--- config.mk ---
export PLATFORM = sky130hd
export DESIGN_NAME = dk8e_clock
export DESIGN_NICKNAME = d
export VERILOG_FILES = /design/src/rtl/dk8e_clock.sv
export SDC_FILE = /design/constraint.sdc
export NUM_CORES = 1
export LEC_CHECK = 0
export CAP_MARGIN = 20
export CORE_MARGIN = 3
export CORE_UTILIZATION = 48
export CTS_CLUSTER_DIAMETER = 100
export DETAILED_ROUTE_END_ITERATION = 8
export PLACE_DENSITY_LB_ADDON = 0.12
export SYNTH_ARGS = -nofsm -noshare
export SYNTH_HDL_FRONTEND = slang
export SYNTH_SLANG_ARGS = --single-unit
--- constraint.sdc ---
create_clock -name clk -period 2.3 [get_ports clk]
set_input_delay 0.23 -clock clk [delete_from_list [all_inputs] [get_ports clk]]
set_output_delay 0.23 -clock clk [all_outputs]
set_load 0.03 [all_outputs]
--- src/rtl/dk8e_clock.sv ---
// dk8e_clock: DK8-E real-time clock (IOT device 13) with a 21-bit rate prescaler.
// Build option DK8E_PRESET_EN adds the CLPR preset register; without it, overflow reloads 0000.
module dk8e_clock #(
    parameter logic [4:0] F3 = 5'd3
) (
    input  logic        clk,
    input  logic        resetn,
    input  logic        clear,
    input  logic [0:11] instruction,
    input  logic [4:0]  state,
    input  logic [0:11] ac,
    input  logic        UF,
    output logic [0:11] clk_bus,
    output logic        interrupt,
    output logic        skip
);

    localparam logic [8:0] IOT_DEV = 9'o613;

    logic        r_int_ena;
    logic        r_flag;
    logic [2:0]  r_rate;
    logic [11:0] r_count;
    logic [20:0] r_prescale;

    logic        w_iot;
    logic [2:0]  w_fn;
    logic        w_clie;
    logic        w_clid;
    logic        w_clsk;
    logic        w_cllr;
    logic        w_clrd;
    logic        w_clcl;
    logic [20:0] w_term;
    logic        w_tick;
    logic        w_ovf;
    logic [11:0] w_reload;
    logic        w_unused;

    // User mode traps IOTs, so UF=1 suppresses every side effect of the decode.
    assign w_iot  = (instruction[0:8] == IOT_DEV) && (state == F3) && !UF;
    assign w_fn   = instruction[9:11];
    assign w_clie = w_iot && (w_fn == 3'd1);
    assign w_clid = w_iot && (w_fn == 3'd2);
    assign w_clsk = w_iot && (w_fn == 3'd3);
    assign w_cllr = w_iot && (w_fn == 3'd4);
    assign w_clrd = w_iot && (w_fn == 3'd5);
    assign w_clcl = w_iot && (w_fn == 3'd7);

    // Terminal count is period-1; rate 7 terminates at 0, i.e. a tick on every clock.
    always_comb begin
        w_term = 21'd0;
        case (r_rate)
            3'd1:    w_term = 21'd999;
            3'd2:    w_term = 21'd9999;
            3'd3:    w_term = 21'd99999;
            3'd4:    w_term = 21'd999999;
            3'd5:    w_term = 21'd1666666;
            3'd6:    w_term = 21'd1999999;
            default: w_term = 21'd0;
        endcase
    end

    assign w_tick = (r_rate != 3'd0) && (r_prescale == w_term);
    assign w_ovf  = w_tick && (r_count == 12'o7777);

`ifdef DK8E_PRESET_EN
    logic        w_clpr;
    logic [11:0] r_preset;

    assign w_clpr   = w_iot && (w_fn == 3'd6);
    assign w_reload = r_preset;
    assign w_unused = 1'b0;

    // Preset survives the front-panel CLEAR; only the power-on reset zeroes it.
    always_ff @(posedge clk or negedge resetn) begin
        if (!resetn) begin
            r_preset <= 12'o0000;
        end else if (w_clpr) begin
            r_preset <= ac;
        end
    end
`else
    assign w_reload = 12'o0000;
    assign w_unused = &{1'b0, ac[0:8]};
`endif

    always_ff @(posedge clk or negedge resetn) begin
        if (!resetn) begin
            r_prescale <= 21'd0;
        end else if (clear || w_cllr || w_clcl || w_tick || (r_rate == 3'd0)) begin
            r_prescale <= 21'd0;
        end else begin
            r_prescale <= r_prescale + 21'd1;
        end
    end

    always_ff @(posedge clk or negedge resetn) begin
        if (!resetn) begin
            r_rate <= 3'd0;
        end else if (clear) begin
            r_rate <= 3'd0;
        end else if (w_cllr) begin
            r_rate <= ac[9:11];
        end
    end

    // CLCL beats a coincident tick, so the count always ends at 0000 after CLCL.
    always_ff @(posedge clk or negedge resetn) begin
        if (!resetn) begin
            r_count <= 12'o0000;
        end else if (clear || w_clcl) begin
            r_count <= 12'o0000;
        end else if (w_ovf) begin
            r_count <= w_reload;
        end else if (w_tick) begin
            r_count <= r_count + 12'd1;
        end
    end

    // An overflow landing on a CLSK/CLCL cycle must not be lost: set wins over clear.
    always_ff @(posedge clk or negedge resetn) begin
        if (!resetn) begin
            r_flag <= 1'b0;
        end else if (clear) begin
            r_flag <= 1'b0;
        end else if (w_ovf) begin
            r_flag <= 1'b1;
        end else if (w_clsk || w_clcl) begin
            r_flag <= 1'b0;
        end
    end

    always_ff @(posedge clk or negedge resetn) begin
        if (!resetn) begin
            r_int_ena <= 1'b0;
        end else if (clear) begin
            r_int_ena <= 1'b0;
        end else if (w_clie) begin
            r_int_ena <= 1'b1;
        end else if (w_clid) begin
            r_int_ena <= 1'b0;
        end
    end

    assign clk_bus   = w_clrd ? r_count : 12'o0000;
    assign skip      = w_clsk && r_flag;
    assign interrupt = r_flag && r_int_ena;

endmodule

After elaboration in Yosys (flattened, before gate mapping)
Cells that the tools add are included.
{"block": "word_totals", "out_inout_bits": 14, "reg_bits": 38}
{"block": "op_classes", "n_addsub": 2, "n_mux": 14, "n_eq_ne": 16, "n_reduce_logical": 25}
{"cell": "one-hot mux 21 bit (6 select lines)", "count": 1}
{"cell": "two-way mux 12 bit", "count": 4}
{"cell": "adder 21 x 1 -> 21 bit, second input constant", "count": 1}
{"cell": "== test 21 bit", "count": 1}
{"cell": "two-way mux 21 bit", "count": 1}
{"cell": "== test 3 bit, second input constant", "count": 6}
{"cell": "adder 12 x 1 -> 12 bit, second input constant", "count": 1}
{"cell": "== test 12 bit, second input constant", "count": 1}
{"cell": "== test 3 x 2 -> 1 bit, second input constant", "count": 4}
{"cell": "logical AND 1 bit", "count": 12}
{"cell": "nonzero test 3 bit", "count": 4}
{"cell": "== test 9 bit, second input constant", "count": 1}
{"cell": "== test 3 x 1 -> 1 bit, second input constant", "count": 2}
{"cell": "logical OR 1 bit", "count": 6}
{"cell": "two-way mux 1 bit", "count": 6}
{"cell": "two-way mux 3 bit", "count": 2}
{"cell": "== test 5 x 2 -> 1 bit, second input constant", "count": 1}
{"cell": "zero test 3 bit", "count": 1}
{"cell": "nonzero test 2 bit", "count": 1}
{"cell": "zero test 1 bit", "count": 1}

Longest topological paths before layout
{"block": "logic_depth", "ltp_word": 9, "mapped_depth": 11, "mapped_depth_nobuf": 7}

Worst setup path before layout
No wires, ideal clock.
{"block": "synth_timing", "path_type": "input -> output", "startpoint": "input instruction[3] (netlist name)", "endpoint": "output clk_bus[10] (netlist name)", "path_buffers": 1, "required_time_ns": 2.070, "path_slack_ns": -0.094, "t_arrival_ns": 2.164, "cell_stages": 5, "cell_sequence": "or4b_1 -> or4_1 -> and4bb_2 -> clkbuf_1 -> and2_1"}
{"block": "synth_between", "elab_chain_cells": 5}
{"element": "start, declared", "line": "9", "source": "input logic [0:11] instruction,"}
{"element": "== test 9 bit", "line": "41", "source": "assign w_iot = (instruction[0:8] == IOT_DEV) && (state == F3) && !UF;"}
{"element": "logical AND 1 bit (2 in series)", "line": "41"}
{"element": "logical AND 1 bit", "line": "47", "source": "assign w_clrd = w_iot && (w_fn == 3'd5);"}
{"element": "two-way mux 12 bit", "line": "146", "source": "assign clk_bus = w_clrd ? r_count : 12'o0000;"}
{"element": "end, declared", "line": "13", "source": "output logic [0:11] clk_bus,"}
Every way passes these cells.

Worst setup path after layout
{"block": "layout_timing", "startpoint": "register r_rate[2]", "endpoint": "register r_count[4]"}
{"block": "layout_between", "elab_chain_cells": 7}
{"element": "start, declared", "line": "22", "source": "logic [2:0] r_rate;"}
{"element": "start signal, assigned", "line": "104", "source": "r_rate <= ac[9:11];"}
{"element": "== test 3 bit (tied with other cells)", "line": "53", "source": "case (r_rate)"}
{"element": "one-hot mux 21 bit (6 select lines)", "line": "53"}
{"element": "== test 21 bit", "line": "64", "source": "assign w_tick = (r_rate != 3'd0) && (r_prescale == w_term);"}
{"element": "logical AND 1 bit (*)", "line": "64"}
{"element": "logical AND 1 bit", "line": "65", "source": "assign w_ovf = w_tick && (r_count == 12'o7777);"}
{"element": "two-way mux 12 bit", "line": "114", "source": "end else if (w_ovf) begin"}
{"element": "two-way mux 12 bit", "line": "112", "source": "end else if (clear || w_clcl) begin"}
{"element": "end signal, assigned", "line": "115", "source": "r_count <= w_reload;"}
{"element": "end signal, assigned", "line": "117", "source": "r_count <= r_count + 12'd1;"}
{"element": "end, declared", "line": "23", "source": "logic [11:0] r_count;"}
Mark *: on every way between the ends. The rest lies on a longest branch, timed or not.
A chain may end at the register's enable or synchronous reset.

==> impl_summary.log <==
INFO  metric outcome = finished with violations
INFO  metric violations = setup timing
INFO  metric period_share = 109%
INFO  metric hp-class = in -> async
INFO  metric cts_root_buf = sky130_fd_sc_hd__clkbuf_8
INFO  metric path_class = reg -> reg
INFO  metric critical_path.reg2reg.endpoint = r_count[4]
INFO  metric finalCoreUtilization = 74.4%
INFO  metric cp_top_family = compound AO/OA/AOI/OAI gates
INFO  metric netlist_top_cells_count = sky130_fd_sc_hd__dfrtp_1, sky130_fd_sc_hd__nor2_1, sky130_fd_sc_hd__nand2_1
INFO  metric synthesis.area = 2630 um^2
INFO  metric initial_antenna_violation_count = 0
INFO  metric drive_above_1_share = between 30% and 40%
INFO  metric grt_max_degree = 39
INFO  metric post-route-worst-setup-slack = -0.209 ns
INFO  metric core_area = around 5200 um^2
INFO  metric synth_top_flop_cell = sky130_fd_sc_hd__dfrtp_1
INFO  metric synth-warning-count = 0
INFO  metric synth_fp_nets = roughly 350
INFO  metric postSynthCellCount = roughly 320
INFO  metric final-instance-count-excl-fill = 470
INFO  metric maxClockFrequency = roughly 400 MHz
INFO  metric routed_wl = slightly below 8000 um
INFO  metric finClkSkew = 0.00531 ns
INFO  metric cellPowerDensity = 318 nW/um^2
INFO  metric dpl_ws = -0.425 ns
INFO  metric cts_tree = built
INFO  metric floorplan.rows = 26
INFO  metric seq_area_frac_synth = ~36%
INFO  metric routed-via-count = approximately 2800
INFO  metric n_antenna_cell = 0
INFO  metric leakage = between 1.5 and 2 nW
INFO  metric flow.area_growth_from_synthesis = 46.9%
INFO  metric crit_path_top_delay_cell = sky130_fd_sc_hd__dfrtp_2
INFO  metric timing.max_slew.rel_slack = approximately two fifths
INFO  metric hold_slack = roughly 0.057 ns
INFO  metric design_power_total = approximately 0.0012 W
INFO  metric element_type_at_the_critical_path_end = flip-flop
INFO  metric numClockSinks = 38
INFO  metric first_global_vias = between 2000 and 3000
INFO  metric fp.dieH = 80.1 um
INFO  metric hold_violations = 0
INFO  metric critPathBufInv = 4
INFO  metric start_util = between 50% and 60%
INFO  metric num-nets-final = around 430
INFO  metric worst_setup_path_start_kind = flip-flop
INFO  metric cp.required = approximately 2.5 ns
INFO  metric tritoncts.num_buffers = 5
INFO  metric yosys.area.top_type = sky130_fd_sc_hd__dfrtp_1
INFO  metric post-synth-top-count-cell = sky130_fd_sc_hd__dfrtp_1
INFO  metric synth-edff-count = 0
INFO  metric cts.clk_slew.worst_paths = ~0.080 ns
INFO  metric grt_pass1_wl = about 12000 um
INFO  metric route.detailed.vias_per_inst = approximately 6
INFO  metric dieWidth = approximately 80 um
INFO  metric reg2regPathDepth = 11
INFO  metric grt_overflow = 0
INFO  metric gp_routability_congestion = slightly below 0.9
INFO  metric drt_iter0_markers = between 300 and 400
INFO  metric synthTopCellsByArea = sky130_fd_sc_hd__dfrtp_1, sky130_fd_sc_hd__nor2_1, sky130_fd_sc_hd__a21oi_1
INFO  metric hpwlAfterDp = 4930 um
INFO  metric yosys_register_bits = 38
INFO  metric detail_route.wl_per_cell = 16.9 um
INFO  metric yosys.cell_types.count = 52
INFO  metric placed_cells = 448
INFO  metric clock_network_latency_to_the_later_pin_of_the_worst_skew_pair = 0.29 ns
INFO  metric vdd.ir_drop.worst = approximately 0.00035 V
INFO  metric max-cap-violations = 0
INFO  metric slew_violations = 0
INFO  metric critical-path-top-cell-by-count = sky130_fd_sc_hd__buf_6
INFO  metric postSynth.asyncResetShare = 100%
INFO  metric clock_tree.htree_level_count = 2
INFO  metric beginning_of_the_worst_register_to_register_path = r_rate[2]
INFO  metric critical_path.cell_chain = buf_6 > buf_6 > xnor2_2 > o2111ai_1 > a21oi_1 > a211oi_2 > nand4_2 > buf_12 > buf_4 > or3_1 > a21oi_2
INFO  metric synthesis.area_per_instance = around 8.3 um^2
INFO  metric cts_buffer_depth = 2
INFO  metric rsz0062_at_grt = yes
INFO  metric finalWorstPathRequiredPeriod = around 2.5 ns
INFO  metric port-buffer-count = 37
INFO  metric dieArea = about 6400 um^2
INFO  metric crit_fanout = 12
INFO  metric critical_path_arrival = about 2.7 ns
INFO  metric ant_nets = 0
INFO  metric remaining_drc_errors = 0
INFO  metric tightestPinTransition = 0.888 ns
INFO  metric setup-violations-final = 33
INFO  metric global_route.usage.total = 24.4%
INFO  metric netlist.area_leader.share = between 30% and 40%
INFO  metric max_stage_delay = ~0.45 ns
INFO  metric filler_cell_count = 403
INFO  metric io_pins = 47
INFO  metric register_to_register_setup_slack = -0.21 ns
INFO  metric 1st_pass_router_iterations = 5
worst max path at each step:
| stage | from | endpoint | slack (ns) | cells past startpoint |
|---|---|---|---|---|
| after detailed placement | instruction[3] | clk_bus[7] | -0.42 | 6 |
| final | r_rate[2] | r_count[4] | -0.21 | 11 |
| after floorplan | instruction[3] | clk_bus[10] | -0.03 | 5 |
| after global placement | instruction[3] | clk_bus[5] | -0.40 | 6 |
| after CTS | r_rate[2] | r_count[6] | -0.18 | 9 |
| after global routing | r_rate[2] | r_count[4] | -0.31 | 11 |
state kept, by name, summed over array words and instances (netlist names):
register    cells
r_rate          3
r_prescale     21
r_flag          1
r_int_ena       1
r_count        12
metrics by stage:
stage | instance area (um^2) | setup TNS (ns)
6_report | 3870 | -4.84
3_5_place_dp | 3330 | -8.94
2_1_floorplan | 2650 | -0.296
5_1_grt | 3870 | -7.85
3_3_place_gp | 3330 | -8.88
4_1_cts | 3650 | -4.01
report_power, final:
part           switching (W)  internal, W
Combinational      0.0000316    0.0000335
Clock               0.000257     0.000241
Sequential     0.00000000101     0.000667
Total               0.000288     0.000942
layout make-up:
| type | instances | area (um^2) | share of cell area, % |
|---|---|---|---|
| clock inverter | 2 | 12.5 | 0.323 |
| sequential | 38 | 955 | 24.7 |
| timing repair buffer | 94 | 910 | 23.5 |
| tap | 70 | 87.6 | 2.26 |
| clock buffer | 6 | 82.6 | 2.13 |
| multi-input combinational | 251 | 1790 | 46.2 |
| inverter | 9 | 33.8 | 0.873 |
layer usage:
layer	global-route usage [%]	vias to the layer above	routed length, um
li1	-	1295	-
met1	32.7	1302	3360
met2	39.7	144	3830
met3	4.48	17	589
met4	7.77	0	149
met5	0	-	0
kinds of logic after synthesis:
logic type,synth area share [%]
adders and majority gates,1.33
muxes,1.95
and+or+nand+nor,31.1
DFF,36.1
buffers and inverters,5.42
xor gates and xnor gates,7.32
AOI/OAI and AO/OA,16.8
placed cells by master, fill, tap and decap left out, types with 3 or more instances in the layout:
cell and instances:
sky130_fd_sc_hd__buf_4 42, sky130_fd_sc_hd__dfrtp_1 35, sky130_fd_sc_hd__nor2_1 24, sky130_fd_sc_hd__buf_6 24
sky130_fd_sc_hd__nand2_1 23, sky130_fd_sc_hd__nand3_1 17, sky130_fd_sc_hd__o21ai_0 15, sky130_fd_sc_hd__a21oi_1 15
sky130_fd_sc_hd__xor2_1 13, sky130_fd_sc_hd__and2_4 12, sky130_fd_sc_hd__and3_1 10, sky130_fd_sc_hd__nor2_4 10
sky130_fd_sc_hd__clkdlybuf4s50_1 10, sky130_fd_sc_hd__a21oi_2 8, sky130_fd_sc_hd__xnor2_1 8, sky130_fd_sc_hd__inv_1 7
sky130_fd_sc_hd__nor3_1 7, sky130_fd_sc_hd__or3_1 7, sky130_fd_sc_hd__clkbuf_8 6, sky130_fd_sc_hd__dlymetal6s2s_1 6
sky130_fd_sc_hd__mux2i_1 4, sky130_fd_sc_hd__nand3b_1 4, sky130_fd_sc_hd__o31ai_1 4, sky130_fd_sc_hd__nor2b_1 4
sky130_fd_sc_hd__and4_1 4, sky130_fd_sc_hd__nand4_1 3, sky130_fd_sc_hd__or3_4 3, sky130_fd_sc_hd__a31oi_1 3
sky130_fd_sc_hd__a221oi_1 3, sky130_fd_sc_hd__or3b_1 3, sky130_fd_sc_hd__clkbuf_2 3, sky130_fd_sc_hd__clkdlybuf4s15_1 3
sky130_fd_sc_hd__dfrtp_2 3
repair_timing:
action,CTS,global route
endpoints found under the setup margin,46,46
hold endpoints to repair,0,0
pin swaps,34,20
buffers inserted,8,2
hold buffers,0,0
cloned,2,3
gates resized for setup,52,60
Power figures use the tool's default switching activity.
